File: src/rtl/button_input_pkg.sv
// Shared constants for the player input path: debounce timing and counter sizing
// sit beside the movement step used by the player logic.
package button_input_pkg;

  localparam int DEBOUNCE_CYCLES_DEFAULT = 500000;
  localparam int DEBOUNCE_CNT_W          = 20;
  localparam int PLAYER_STEP             = 2;

  typedef logic [DEBOUNCE_CNT_W-1:0] debounce_cnt_t;

endpackage

File: src/rtl/debounce_channel.sv
// One push-button channel: two-flop synchronizer, saturating mismatch counter
// and the accepted (stable) level.
module debounce_channel
  import button_input_pkg::*;
#(
  parameter int DEBOUNCE_CYCLES = DEBOUNCE_CYCLES_DEFAULT
) (
  input  logic clk,
  input  logic rst,
  input  logic raw,
  output logic level
);

  // The load happens on the mismatch edge that would take the count to DEBOUNCE_CYCLES.
  localparam debounce_cnt_t LOAD_AT = debounce_cnt_t'(DEBOUNCE_CYCLES - 1);

  logic          sync1;
  logic          sync2;
  debounce_cnt_t cnt;

  always_ff @(posedge clk) begin
    if (rst) begin
      sync1 <= 1'b0;
      sync2 <= 1'b0;
    end else begin
      sync1 <= raw;
      sync2 <= sync1;
    end
  end

  always_ff @(posedge clk) begin
    if (rst) begin
      cnt   <= '0;
      level <= 1'b0;
    end else if (sync2 == level) begin
      cnt <= '0;
    end else if (cnt == LOAD_AT) begin
      level <= sync2;
      cnt   <= '0;
    end else if (cnt != '1) begin
      cnt <= cnt + debounce_cnt_t'(1);
    end
  end

endmodule

File: src/rtl/button_input.sv
// Player button front end: three debounced channels, left/right as levels and
// fire turned into a single request held until the next frame tick takes it.
module button_input
  import button_input_pkg::*;
#(
  parameter int DEBOUNCE_CYCLES = DEBOUNCE_CYCLES_DEFAULT
) (
  input  logic clk,
  input  logic rst,
  input  logic frame,
  input  logic btn_left,
  input  logic btn_right,
  input  logic btn_fire,
  output logic left,
  output logic right,
  output logic fire_req
);

  logic fire_level;
  logic fire_prev;
  logic fire_press;

  debounce_channel #(.DEBOUNCE_CYCLES(DEBOUNCE_CYCLES)) u_left (
    .clk   (clk),
    .rst   (rst),
    .raw   (btn_left),
    .level (left)
  );

  debounce_channel #(.DEBOUNCE_CYCLES(DEBOUNCE_CYCLES)) u_right (
    .clk   (clk),
    .rst   (rst),
    .raw   (btn_right),
    .level (right)
  );

  debounce_channel #(.DEBOUNCE_CYCLES(DEBOUNCE_CYCLES)) u_fire (
    .clk   (clk),
    .rst   (rst),
    .raw   (btn_fire),
    .level (fire_level)
  );

  assign fire_press = fire_level & ~fire_prev;

  // fire_req/frame handshake: fire_req is the valid, frame is the ready. A
  // request is consumed on any edge with frame=1 and fire_req=1, unless a new
  // press lands on that same edge, in which case the request stays up.
  always_ff @(posedge clk) begin
    if (rst) begin
      fire_prev <= 1'b0;
      fire_req  <= 1'b0;
    end else begin
      fire_prev <= fire_level;
      if (fire_press) begin
        fire_req <= 1'b1;
      end else if (frame && fire_req) begin
        fire_req <= 1'b0;
      end
    end
  end

endmodule

File: config.mk
export PLATFORM = sky130hd
export DESIGN_NAME = button_input
export DESIGN_NICKNAME = d
export VERILOG_FILES = /design/src/rtl/button_input_pkg.sv /design/src/rtl/debounce_channel.sv /design/src/rtl/button_input.sv
export SDC_FILE = /design/constraint.sdc
export NUM_CORES = 1
export LEC_CHECK = 0
export BUFFER_PORTS_ARGS = -buffer_cell sky130_fd_sc_hd__buf_4
export CELL_PAD_IN_SITES_DETAIL_PLACEMENT = 1
export CELL_PAD_IN_SITES_GLOBAL_PLACEMENT = 1
export CORE_MARGIN = 2
export CORE_UTILIZATION = 48
export CTS_CLUSTER_DIAMETER = 40
export DETAILED_ROUTE_END_ITERATION = 10
export PLACE_DENSITY = 0.82
export SLEW_MARGIN = 15
export SYNTH_ARGS = -nofsm -noshare
export SYNTH_HDL_FRONTEND = slang
export SYNTH_SLANG_ARGS = --single-unit
File: constraint.sdc
create_clock -name clk -period 2.5 [get_ports clk]
set_input_delay 0.5 -clock clk [delete_from_list [all_inputs] [get_ports clk]]
set_output_delay 0.5 -clock clk [all_outputs]
set_load 0.005 [all_outputs]
[Word-level counts from Yosys, hierarchy flattened]
Index checks and enable logic that the tools add are counted.
Word-level totals
  register bits after elaboration: 71
  input bits: 6
  output and inout port bits: 3
  word-level logic and storage cells: 41
Operators by class
  add/sub/neg operators: 3
  eq/ne operators: 9
  multiplexer cells: 2
  bitwise logic cells: 5
  reductions and logical operators: 8
Operators by type and width (count)
  20-bit by 1-bit adder with 20-bit output, second input constant: 3
  20-bit by 19-bit equality test with 1-bit output, second input constant: 3
  20-bit inequality test, second input constant: 3
  3-bit OR reduction: 3
  2-bit AND reduction: 3
  1-bit NOT: 4
  1-bit equality test: 3
  1-bit 2-to-1 mux: 2
  2-bit nonzero test: 1
  1-bit bitwise AND: 1
  1-bit logical AND: 1

[Logic depth before layout (Yosys ltp)]
  word-level depth: 3
  depth in mapped cells: 7
  gate-level depth less buffers: 5

[Hierarchy]
A second synthesis with hierarchy kept.
Second synthesis, totals
  cell total of the unflattened synthesis: 411
  area, all modules: 3543.4 sq um
Modules (own cells, without submodules)
  debounce_channel: instances 3, cells an instance 135, area each 1158.6 sq um, seq. area each 460.4 sq um
  button_input: instances 1, cells an instance 6, area each 67.6 sq um, seq. area each 40.0 sq um

[Least setup slack after synthesis]
No wires, ideal clock.
  path type: reg-to-reg
  from: register u_fire.cnt[0]
  to: register u_fire.cnt[10]
  library setup time: 66 ps
  arrival: 1692 ps
  data required time: 2434 ps
  slack: 742 ps
  cell stages (with the launch flop): 6
  path buffers: 0
  clock period less this slack: 1758 ps
  cells stage by stage: dfxtp_1 > ha_1 > nand4_2 > or2_1 > or4_4 > a21oi_2
Between the ends
  cells in the longest elaborated chain, start to end: 2
  elaborated cells on any way between the ends: 4
  those cells by class: 1 x add/sub; 2 x eq/ne; 1 x reduce/logical
Ends and longest elaborated chain
  from (decl): RTL line debounce_channel.sv:19  | debounce_cnt_t cnt;
  from (signal assigned): RTL line debounce_channel.sv:41  | cnt <= cnt + debounce_cnt_t'(1);
  parallel branches: the longest is 2 deep, another holds 20-bit by 1-bit adder with 20-bit output
Several ways; the timed one is not identified.
A chain may end at the register's enable or synchronous reset.

[Final worst setup path]
  from: register u_fire.cnt[0]
  to: register u_fire.cnt[11]
Same word-level chain as after synthesis.

==> impl_results.md <==
- Pwr Density: 514 nW/um2
- Iteration-0 DRC count of the detailed router: 100
- DRC viols: 0
- HPWL after DPL: 6860 um
- Die height: 92.3 um
- Clock Root Buffer: clkbuf_8
- # IOs: 9
- VDD IR max: 0.350 mV
- Hold_buf cts: 0
- Crit end category: flop
- Post-route ant nets: 0
- Layout Nets: 467
- Layout Skew: 12.6 ps
- DIE AREA: 8530 um2
- Max Slew Vio Count: 0
- Rel. slew slack: between 40% and 50%
- RePlAce Congestion: 0.830
- Synth cell types: 55
- Most frequent cells in the layout: dfxtp_1, a21oi_1, nand2_1, nor3_1, o21ai_0
- Leading cell type in the layout, fill and taps excluded: dfxtp_1
- Clk Latency, worst-skew pair: between 300 and 400 ps
- Post-synthesis sequential area ratio: 37.9%
- Delay-heaviest family, CP: simple AND/OR/NAND/NOR gates
- Setup TNS Final: 0 ps
- Fraction of layout cells with a size suffix above 1: 12.3%
- R2R Setup Slk: 230 ps
- Max stage delay on crit path: around 470 ps
- Reg-to-reg startpoint: u_fire.cnt[0]$_SDFFE_PP0P_
- Vias: 3582
- Row cnt: 32
- Initial Util: 49.0%
- Per-cell routed wire length: 17.1 um
- Setup crit start kind: flop
- Final Cycle Share: 90.6%
- Worst R2R End: u_fire.cnt[11]$_SDFFE_PP0P_
- Worst min path class: input port to flop
- Buf/Inv on CP: 1
- CP max FO: 8
- Max Root-Sink Buffers: 2
- Diode count: 0
- Status: completed
- CTS H-tree depth: 3
- Min Tclk post-route: 2270 ps
- Post-synthesis net count: 456
- Cell area after synthesis: 3750 um2
- Synth top area share: 37.9%
- First-pass DRT Iterations: 4
- Reg2reg path depth: 6
- Critical path type: flop to flop
- Placeable core area: 7650 um2
- FMAX: 441 MHz
- Critical path's slowest cell: o21ai_2
- Max_cap viols: 0
- First-pass GRT wire length: 16600 um
- Hold Path Sink: u_right.sync1$_SDFF_PP0_
- Total wire length: 9670 um
- Arr. time, crit path: 2510 ps
- Hold Crit Depth: 2
- RSZ-0062 raised after global routing: no
- Pin count of the biggest net entering global routing: 28
- CTS clock-pin slew for the worst setup and hold paths: 80 ps
- IO Port Bufs: 8
- Total clock sinks: 71
- Synth Instances: 447
- Final setup vio count: 0
- Via/cell ratio: 6.34
- Vias in the first global route: 3461
- Worst hold slack: 367 ps
- CTS tree: done
- Initial antenna violation count: 0
- Post-CTS Setup Inserts: 0
- GRT Util Overall: 24.0%
- Die width: 92.3 um
- Cell taking the most area after synthesis: dfxtp_1
- PostCTS Resize Cnt: 0
- Layout area overhead: 9.95%
- Fillers: 957
- Final Hold Fails: 0
- Leak: around 1.2 nW
- Average size of a mapped cell: 8.38 um2
- Cell Chain, Critical Path: ha_1 -> nand4_2 -> nand4b_1 -> o21ai_2 -> buf_4 -> a21oi_1
- Top cells by area, synth: dfxtp_1, a21oi_1, mux2i_1, nand2_1, nor3_1
- Ys Warns: 0
- Slew @ Worst Pin: approximately 780 ps
- Total grt overflow: 0
- CTS Buf Count: 9
- HP Start: btn_right
- CP Data Required Time: 2740 ps
- Synth Register Bits: 71
routing by layer:
metal / part of all wire, % / vias up / global-route usage, %
li1: - / 1744 / -
met1: 48 / 1767 / 31.4
met2: 48 / 53 / 39.7
met3: 2.8 / 18 / 4.64
met4: 1.7 / 0 / 8.21
met5: 0 / - / 0
layout make-up:
cell class	instances	area, um2	share of cell area [%]
timing repair buffer	20	150	3.65
inverter	7	26.3	0.638
clock inverter	6	60.1	1.46
sequential	71	1420	34.5
clock buffer	10	138	3.34
multi-input combinational	349	2200	53.3
tap	102	128	3.10
synthesized netlist by cell type (all sizes together):
master   count
o41ai        1
nand2b       2
mux2i       15
o21ba        1
or3         17
ha           3
nand4b       2
nor3        30
o21ai       26
and3b        1
a31oi        9
o2111ai      1
a2111oi      1
and3         6
o211ai       4
a21boi       3
and4bb       1
xnor2        5
buf         14
o211a        1
dfxtp       71
nor4b        6
nand4       24
a211oi       8
nor4bb       1
and2         3
nor2b        8
a31o         1
or4          9
clkbuf       6
a311oi       1
inv          7
nand3       20
or2          3
nor2        21
a41oi        3
o31ai        9
and4        11
nor4        10
xor2         1
nand2       39
a21oi       42
worst reg2reg max path, cell delays in order (launching register included):
cell and delay [ps]:
dfxtp_1 390, ha_1 310, nand4_2 220, nand4b_1 450
o21ai_2 470, buf_4 260, a21oi_1 60
where the power goes:
group	total, mW	leakage [nW]	internal (mW)	switching [mW]
sequential	1.14	0.573	1.14	0.00365
clock	0.935	0.0981	0.483	0.452
combinational	0.0413	0.532	0.0169	0.0244
total	2.12	1.20	1.64	0.480
per-stage QoR:
step	total power, mW	setup slack (ps)	cells	area [um2]	util (%)
global placement	1.21	411	549	3920	51.3
detailed placement	1.21	252	549	3920	51.3
finish	2.12	234	565	4120	53.9
CTS	2.14	253	565	4120	53.9
global route	2.19	12.2	565	4120	53.9
floorplan	1.19	742	447	3750	-
logic make-up (layout without fill, tap and decap cells):
logic type                 after synthesis  count (layout)  synth area share, %
AOI/OAI and AO/OA                      111             111                 18.3
xor gates and xnor gates                 6               6                 1.40
adders and majority gates                3               3                 1.00
buffers and inverters                   27              43                 3.44
DFF                                     71              71                 37.9
muxes                                   15              15                 4.01
and+or+nand+nor                        214             214                 33.9
how the worst max path moves through the flow:
stage                               start                           to  slack, ps  cells after the start
2_1_floorplan  u_fire.cnt[0]$_SDFFE_PP0P_  u_fire.cnt[10]$_SDFFE_PP0P_        740                      5
3_3_place_gp   u_fire.cnt[0]$_SDFFE_PP0P_   u_fire.cnt[2]$_SDFFE_PP0P_        410                      6
3_5_place_dp   u_fire.cnt[0]$_SDFFE_PP0P_   u_fire.cnt[2]$_SDFFE_PP0P_        250                      6
4_1_cts        u_fire.cnt[0]$_SDFFE_PP0P_  u_fire.cnt[12]$_SDFFE_PP0P_        250                      6
5_1_grt        u_fire.cnt[0]$_SDFFE_PP0P_  u_fire.cnt[11]$_SDFFE_PP0P_         10                      6
6_report       u_fire.cnt[0]$_SDFFE_PP0P_  u_fire.cnt[11]$_SDFFE_PP0P_        230                      6
flip-flops by register name, summed over array words and instances, names as in the netlist:
signal,flops
fire_req,1
u_fire.sync2,1
u_left.sync2,1
u_left.cnt,20
u_right.sync1,1
u_fire.level,1
u_right.sync2,1
u_fire.sync1,1
u_left.level,1
u_right.cnt,20
fire_prev,1
u_right.level,1
u_fire.cnt,20
u_left.sync1,1
(Power assumes the default switching activity.)
